<file path="src/rtl/lr_mem_if.sv">
// Requester, read-data and RAM-side signals of the x/y sample memory scheduler.
interface lr_mem_if #(
    parameter int ADDR_W = 8,
    parameter int DATA_W = 20,
    parameter int LEN_W  = 9
) ();
    logic              w_req;
    logic [ADDR_W-1:0] w_base;
    logic [LEN_W-1:0]  w_len;
    logic [DATA_W-1:0] w_x;
    logic [DATA_W-1:0] w_y;
    logic              w_gnt;
    logic              w_done;

    logic              c_req;
    logic [ADDR_W-1:0] c_base;
    logic [LEN_W-1:0]  c_len;
    logic              c_gnt;
    logic              c_valid;
    logic              c_done;

    logic              e_req;
    logic [ADDR_W-1:0] e_base;
    logic [LEN_W-1:0]  e_len;
    logic              e_gnt;
    logic              e_valid;
    logic              e_done;

    logic [DATA_W-1:0] rd_x;
    logic [DATA_W-1:0] rd_y;

    logic [ADDR_W-1:0] mem_addr;
    logic              mem_we;
    logic              mem_re;
    logic [DATA_W-1:0] mem_wx;
    logic [DATA_W-1:0] mem_wy;
    logic [DATA_W-1:0] mem_rx;
    logic [DATA_W-1:0] mem_ry;

    modport slave (
        input  w_req, w_base, w_len, w_x, w_y,
        input  c_req, c_base, c_len,
        input  e_req, e_base, e_len,
        input  mem_rx, mem_ry,
        output w_gnt, w_done,
        output c_gnt, c_valid, c_done,
        output e_gnt, e_valid, e_done,
        output rd_x, rd_y,
        output mem_addr, mem_we, mem_re, mem_wx, mem_wy
    );

    modport master (
        output w_req, w_base, w_len, w_x, w_y,
        output c_req, c_base, c_len,
        output e_req, e_base, e_len,
        output mem_rx, mem_ry,
        input  w_gnt, w_done,
        input  c_gnt, c_valid, c_done,
        input  e_gnt, e_valid, e_done,
        input  rd_x, rd_y,
        input  mem_addr, mem_we, mem_re, mem_wx, mem_wy
    );
endinterface

</file>
<file path="src/rtl/lr_mem_scheduler.sv">
// Burst scheduler for the shared x/y sample RAM: writer W has priority,
// readers C and E alternate round-robin; one burst owns the RAM until done.
module lr_mem_scheduler #(
    parameter int ADDR_W = 8,
    parameter int DATA_W = 20,
    parameter int LEN_W  = 9
) (
    input  logic   clk,
    input  logic   rst,
    lr_mem_if.slave bus
);
    typedef enum logic [2:0] {
        S_IDLE, S_WBURST, S_RBURST, S_DRAIN, S_DONEZ
    } state_e;

    typedef enum logic [1:0] {R_W, R_C, R_E} who_e;

    localparam logic [DATA_W-1:0] ZERO_D = '0;

    state_e            state_q, state_d;
    who_e              who_q, who_d;
    logic [ADDR_W-1:0] addr_q, addr_d;
    logic [LEN_W-1:0]  rem_q, rem_d;
    logic              rr_q, rr_d;
    logic              valid_q, valid_d;
    logic              go;
    logic              re;

    always_ff @(posedge clk) begin
        if (rst) begin
            state_q <= S_IDLE;
            who_q   <= R_C;
            addr_q  <= '0;
            rem_q   <= '0;
            rr_q    <= 1'b0;
            valid_q <= 1'b0;
        end else begin
            state_q <= state_d;
            who_q   <= who_d;
            addr_q  <= addr_d;
            rem_q   <= rem_d;
            rr_q    <= rr_d;
            valid_q <= valid_d;
        end
    end

    assign bus.mem_re = re;
    assign bus.rd_x   = bus.mem_rx;
    assign bus.rd_y   = bus.mem_ry;

    always_comb begin
        state_d      = state_q;
        who_d        = who_q;
        addr_d       = addr_q;
        rem_d        = rem_q;
        rr_d         = rr_q;
        go           = 1'b0;
        re           = 1'b0;
        bus.w_gnt    = 1'b0;
        bus.w_done   = 1'b0;
        bus.c_gnt    = 1'b0;
        bus.c_done   = 1'b0;
        bus.e_gnt    = 1'b0;
        bus.e_done   = 1'b0;
        bus.mem_addr = '0;
        bus.mem_we   = 1'b0;
        bus.mem_wx   = ZERO_D;
        bus.mem_wy   = ZERO_D;

        unique case (state_q)
            S_IDLE: begin
                // rr_q set means E is owed the next contested read grant
                if (bus.w_req) begin
                    who_d  = R_W;
                    addr_d = bus.w_base;
                    rem_d  = bus.w_len;
                    go     = 1'b1;
                end else if (bus.c_req && !(bus.e_req && rr_q)) begin
                    who_d  = R_C;
                    addr_d = bus.c_base;
                    rem_d  = bus.c_len;
                    rr_d   = 1'b1;
                    go     = 1'b1;
                end else if (bus.e_req) begin
                    who_d  = R_E;
                    addr_d = bus.e_base;
                    rem_d  = bus.e_len;
                    rr_d   = 1'b0;
                    go     = 1'b1;
                end
                if (go) begin
                    if (rem_d == '0)
                        state_d = S_DONEZ;
                    else if (who_d == R_W)
                        state_d = S_WBURST;
                    else
                        state_d = S_RBURST;
                end
            end
            S_WBURST: begin
                bus.w_gnt    = 1'b1;
                bus.mem_we   = 1'b1;
                bus.mem_addr = addr_q;
                bus.mem_wx   = bus.w_x;
                bus.mem_wy   = bus.w_y;
                addr_d       = addr_q + 1'b1;
                rem_d        = rem_q - 1'b1;
                if (rem_q == LEN_W'(1)) begin
                    bus.w_done = 1'b1;
                    state_d    = S_IDLE;
                end
            end
            S_RBURST: begin
                re           = 1'b1;
                bus.mem_addr = addr_q;
                bus.c_gnt    = (who_q == R_C);
                bus.e_gnt    = (who_q == R_E);
                addr_d       = addr_q + 1'b1;
                rem_d        = rem_q - 1'b1;
                if (rem_q == LEN_W'(1))
                    state_d = S_DRAIN;
            end
            S_DRAIN: begin
                bus.c_done = (who_q == R_C);
                bus.e_done = (who_q == R_E);
                state_d    = S_IDLE;
            end
            S_DONEZ: begin
                bus.w_done = (who_q == R_W);
                bus.c_done = (who_q == R_C);
                bus.e_done = (who_q == R_E);
                state_d    = S_IDLE;
            end
            default: state_d = S_IDLE;
        endcase

        valid_d     = re;
        bus.c_valid = valid_q && (who_q == R_C);
        bus.e_valid = valid_q && (who_q == R_E);
    end
endmodule

</file>
<file path="src/flat_wrapper.sv">
// flat-port wrapper written by rule: the top's interface ports become plain ports
module lr_mem_scheduler_flat 
#(
    parameter int ADDR_W = 8,
    parameter int DATA_W = 20,
    parameter int LEN_W  = 9
)
  (clk, rst, bus_w_req, bus_w_base, bus_w_len, bus_w_x, bus_w_y, bus_c_req, bus_c_base, bus_c_len, bus_e_req, bus_e_base, bus_e_len, bus_mem_rx, bus_mem_ry, bus_w_gnt, bus_w_done, bus_c_gnt, bus_c_valid, bus_c_done, bus_e_gnt, bus_e_valid, bus_e_done, bus_rd_x, bus_rd_y, bus_mem_addr, bus_mem_we, bus_mem_re, bus_mem_wx, bus_mem_wy);
  lr_mem_if #(.ADDR_W(ADDR_W), .DATA_W(DATA_W), .LEN_W(LEN_W)) bus_i ();
  input  logic clk;
  input  logic rst;
  input wire logic [$bits(bus_i.w_req)-1:0] bus_w_req;
  input wire logic [$bits(bus_i.w_base)-1:0] bus_w_base;
  input wire logic [$bits(bus_i.w_len)-1:0] bus_w_len;
  input wire logic [$bits(bus_i.w_x)-1:0] bus_w_x;
  input wire logic [$bits(bus_i.w_y)-1:0] bus_w_y;
  input wire logic [$bits(bus_i.c_req)-1:0] bus_c_req;
  input wire logic [$bits(bus_i.c_base)-1:0] bus_c_base;
  input wire logic [$bits(bus_i.c_len)-1:0] bus_c_len;
  input wire logic [$bits(bus_i.e_req)-1:0] bus_e_req;
  input wire logic [$bits(bus_i.e_base)-1:0] bus_e_base;
  input wire logic [$bits(bus_i.e_len)-1:0] bus_e_len;
  input wire logic [$bits(bus_i.mem_rx)-1:0] bus_mem_rx;
  input wire logic [$bits(bus_i.mem_ry)-1:0] bus_mem_ry;
  output wire logic [$bits(bus_i.w_gnt)-1:0] bus_w_gnt;
  output wire logic [$bits(bus_i.w_done)-1:0] bus_w_done;
  output wire logic [$bits(bus_i.c_gnt)-1:0] bus_c_gnt;
  output wire logic [$bits(bus_i.c_valid)-1:0] bus_c_valid;
  output wire logic [$bits(bus_i.c_done)-1:0] bus_c_done;
  output wire logic [$bits(bus_i.e_gnt)-1:0] bus_e_gnt;
  output wire logic [$bits(bus_i.e_valid)-1:0] bus_e_valid;
  output wire logic [$bits(bus_i.e_done)-1:0] bus_e_done;
  output wire logic [$bits(bus_i.rd_x)-1:0] bus_rd_x;
  output wire logic [$bits(bus_i.rd_y)-1:0] bus_rd_y;
  output wire logic [$bits(bus_i.mem_addr)-1:0] bus_mem_addr;
  output wire logic [$bits(bus_i.mem_we)-1:0] bus_mem_we;
  output wire logic [$bits(bus_i.mem_re)-1:0] bus_mem_re;
  output wire logic [$bits(bus_i.mem_wx)-1:0] bus_mem_wx;
  output wire logic [$bits(bus_i.mem_wy)-1:0] bus_mem_wy;
  assign bus_i.w_req = bus_w_req;
  assign bus_i.w_base = bus_w_base;
  assign bus_i.w_len = bus_w_len;
  assign bus_i.w_x = bus_w_x;
  assign bus_i.w_y = bus_w_y;
  assign bus_i.c_req = bus_c_req;
  assign bus_i.c_base = bus_c_base;
  assign bus_i.c_len = bus_c_len;
  assign bus_i.e_req = bus_e_req;
  assign bus_i.e_base = bus_e_base;
  assign bus_i.e_len = bus_e_len;
  assign bus_i.mem_rx = bus_mem_rx;
  assign bus_i.mem_ry = bus_mem_ry;
  assign bus_w_gnt = bus_i.w_gnt;
  assign bus_w_done = bus_i.w_done;
  assign bus_c_gnt = bus_i.c_gnt;
  assign bus_c_valid = bus_i.c_valid;
  assign bus_c_done = bus_i.c_done;
  assign bus_e_gnt = bus_i.e_gnt;
  assign bus_e_valid = bus_i.e_valid;
  assign bus_e_done = bus_i.e_done;
  assign bus_rd_x = bus_i.rd_x;
  assign bus_rd_y = bus_i.rd_y;
  assign bus_mem_addr = bus_i.mem_addr;
  assign bus_mem_we = bus_i.mem_we;
  assign bus_mem_re = bus_i.mem_re;
  assign bus_mem_wx = bus_i.mem_wx;
  assign bus_mem_wy = bus_i.mem_wy;
  lr_mem_scheduler #(.ADDR_W(ADDR_W), .DATA_W(DATA_W), .LEN_W(LEN_W)) u_core (.clk(clk), .rst(rst), .bus(bus_i));
endmodule
</file>
<file path="config.mk">
export PLATFORM = sky130hd
export DESIGN_NAME = lr_mem_scheduler_flat
export DESIGN_NICKNAME = d
export VERILOG_FILES = /design/src/rtl/lr_mem_if.sv /design/src/rtl/lr_mem_scheduler.sv /design/src/flat_wrapper.sv
export SDC_FILE = /design/constraint.sdc
export NUM_CORES = 1
export LEC_CHECK = 0
export ABC_AREA = 0
export BUFFER_PORTS_ARGS = -buffer_cell sky130_fd_sc_hd__buf_2
export CORE_MARGIN = 2
export CORE_UTILIZATION = 31
export DETAILED_ROUTE_END_ITERATION = 10
export GPL_TIMING_DRIVEN = 0
export PLACE_DENSITY = 0.65
export SYNTH_ARGS = -nofsm -noshare
export SYNTH_HDL_FRONTEND = slang
export SYNTH_SLANG_ARGS = --single-unit
</file>
<file path="constraint.sdc">
create_clock -name clk -period 2.5 [get_ports clk]
set_input_delay 0.125 -clock clk [delete_from_list [all_inputs] [get_ports clk]]
set_output_delay 0.125 -clock clk [all_outputs]
set_load 0.02 [all_outputs]
</file>
==> flow_metrics.env <==
export IMPL_p_int_w=0.00147
export IMPL_htreeDepth=1
export IMPL_max_slew_margin=0.297
export IMPL_die_area_um2=9220
export IMPL_finalHoldViolCount=0
export IMPL_period_share=0.890
export IMPL_die_w_um=96.0
export IMPL_crit_family="buffers and inverters"
export IMPL_grt_max_degree=13
export IMPL_wire_per_inst_um=14.4
export IMPL_dp_hpwl_um=8090
export IMPL_cts_tree="built"
export IMPL_vdd_drop_max_v=0.000358
export IMPL_track_usage=0.188
export IMPL_switching_share=0.519
export IMPL_cpPeakStageDelay_ps=430
export IMPL_status="completed"
export IMPL_grt_overflow_total=0
export IMPL_final_layout_size_suffix_gt1_frac=0.441
export IMPL_cts_setup_buffers=0
export IMPL_synthesis_area_um2=2630
export IMPL_drc=0
export IMPL_ctsRootBufferMaster="clkbuf_8"
export IMPL_tightest_slew_ps=1050
export IMPL_worstPathRequired_ps=2380
export IMPL_grt_pass1_wl_um=13700
export IMPL_finalSetupViolations=0
export IMPL_rsz0062_at_grt="no"
export IMPL_min_period_ps=2220
export IMPL_ant_nets=0
export IMPL_hold_slack_ps=170
export IMPL_max_freq_mhz=450
export IMPL_slew_violations=0
export IMPL_cp_start_kind="flop"
export IMPL_setup_tns_ps=0
export IMPL_power_frac_comb=0.691
export IMPL_yosysSeqAreaShare=0.183
export IMPL_power_net_switching_w=0.00158
export IMPL_synth_distinct_cells=52
export IMPL_hp_class="in -> reg"
export IMPL_syn_nets=513
export IMPL_critPathMaxFanout=10
export IMPL_seqPwrFrac=0.230
export IMPL_fin_skew_ps=2.14
export IMPL_cts_sink_count=24
export IMPL_clkSlewWorstSetupHoldPaths_ps=90
export IMPL_drt_pass1_iterations=4
export IMPL_crit_path_top_delay_cell="dfxtp_1"
export IMPL_p_leak_nw=2.03
export IMPL_synth_cells=374
export IMPL_yosysWarnings=0
export IMPL_cts_buffers=3
export IMPL_grt_antenna_before_repair=0
export IMPL_initial_utilization=0.320
export IMPL_drt_vias_per_instance=4.85
export IMPL_ys_ff_latch=24
export IMPL_maxCapViolCount=0
export IMPL_io_pins=234
export IMPL_synth_edf_count=0
export IMPL_synth_ff_type="dfxtp_1"
export IMPL_core_um2=8220
export IMPL_power_density_nw_per_um2=812
export IMPL_gp_congestion=0.900
export IMPL_wirelength_um=9690
export IMPL_synthToLayoutAreaGrowth_pct=43.4
export IMPL_numPortBuffers=192
export IMPL_crit_buf_inv=3
export IMPL_synth_area_per_cell_um2=7.02
export IMPL_utilization=0.458
export IMPL_fin_nets=710
export IMPL_grt_pass1_vias=2799
export IMPL_power_frac_clock=0.079
export IMPL_path_class="reg -> out"
export IMPL_vias=3266
export IMPL_die_height_um=96.0
export IMPL_cp_common_cell="clkbuf_1"
export IMPL_cp_cell_sequence="clkbuf_1, nor3b_2, clkbuf_1, and2_1, buf_2"
export IMPL_num_antenna_cells=0
export IMPL_rows=33
export IMPL_clock_latency_ps=270
export IMPL_worstPathArrival_ps=2100
export IMPL_endpoint_kind="primary output"
export IMPL_clock_path_buffers=2
export IMPL_async_reset_ff_frac=0
export IMPL_drt_initial_drc_count=152
==> layout by cell type (no fill, tap or decap), types with 5 or more instances in the layout <==
cell	count
nand2b_1	6
a211oi_1	5
dfxtp_1	24
o21ai_0	22
nand2_1	33
nor2_1	36
o22ai_1	5
mux2i_1	19
a21oi_1	22
a31oi_1	6
clkbuf_1	19
and3_1	14
inv_1	9
and2_1	40
nor3b_1	7
buf_4	41
nor3_1	6
buf_2	197
==> synth_stat cells (8+ instances only) <==
cell type | n | share of area
buf_4 | 41 | 0.12
and2_1 | 40 | 0.095
nor2_1 | 36 | 0.051
nand2_1 | 33 | 0.047
dfxtp_1 | 24 | 0.18
a21oi_1 | 22 | 0.042
o21ai_0 | 22 | 0.042
clkbuf_1 | 19 | 0.027
mux2i_1 | 19 | 0.072
and3_1 | 14 | 0.033
inv_1 | 9 | 0.013
nor3b_1 | 8 | 0.023
==> layer usage <==
layer  up-vias  GRT usage  wire (um)
met4         0     0.0250         51
met1      1484      0.278       4430
met3         5     0.0266        715
li1       1647          -          -
met2       130      0.296       4490
met5         -          0          0
==> worst paths after layout <==
kind / startpoint / end / slack [ps] / cells past startpoint
max: u_core.state_q[0] / bus_mem_wx[6] / 280 / 5
min: bus_w_len[4] / u_core.rem_q[4] / 170 / 3
max reg2reg: u_core.state_q[1] / u_core.addr_q[4] / 300 / 9
min reg2reg: u_core.addr_q[7] / u_core.addr_q[7] / 510 / 2
==> logic make-up (layout without fill, tap and decap cells) <==
kind of cell | count (synthesis) | after routing | share of synthesized area
DFF | 24 | 24 | 0.183
xor gates and xnor gates | 2 | 2 | 0.00667
muxes | 20 | 20 | 0.0767
adders and majority gates | 3 | 3 | 0.0143
AOI/OAI and AO/OA | 86 | 86 | 0.209
buffers and inverters | 76 | 271 | 0.175
and+or+nand+nor | 163 | 163 | 0.335
==> area by class of cell <==
cell class,instances,area (um^2)
Buffer,67,427
Clock buffer,3,41.3
Fill cell,851,4450
Inverter,9,33.8
Multi-Input combinational cell,274,1690
Sequential cell,24,480
Tap cell,105,131
Timing Repair Buffer,192,961
==> sequential cells by signal, summed over array words and instances, names as in the netlist <==
register	count
u_core.addr_q	8
u_core.rr_q	1
u_core.state_q	3
u_core.rem_q	9
u_core.who_q	2
u_core.valid_q	1
==> what timing repair did <==
action	in CTS	in global routing
gates resized for setup	0	1
setup endpoints to repair	0	40
hold buffers	0	0
==> power by group through the flow <==
stage,logic [W],registers (W),clock network [W]
2_1_floorplan,0.00151,0.000649,0
3_3_place_gp,0.00207,0.000701,0
3_5_place_dp,0.00210,0.000705,0
4_1_cts,0.00210,0.000697,0.000242
5_1_grt,0.00232,0.000727,0.000258
6_report,0.00211,0.000703,0.000243
==> worst min-delay path, delay by kind of cell <==
family                 cells  cell delay, ps
AO/OA/AOI/OAI              2             200
buffers and inverters      1              90
==> per-stage QoR <==
| step | cells | total power, W | setup slack, ps | area [um^2] |
|---|---|---|---|---|
| 6_report | 674 | 0.00306 | 276 | 3760 |
| 5_1_grt | 674 | 0.00330 | 72.5 | 3760 |
| 4_1_cts | 674 | 0.00304 | 89.5 | 3760 |
| 3_5_place_dp | 671 | 0.00280 | 366 | 3720 |
| 3_3_place_gp | 671 | 0.00277 | 343 | 3720 |
| 2_1_floorplan | 374 | 0.00216 | 671 | 2630 |
(Power assumes the default switching activity.)
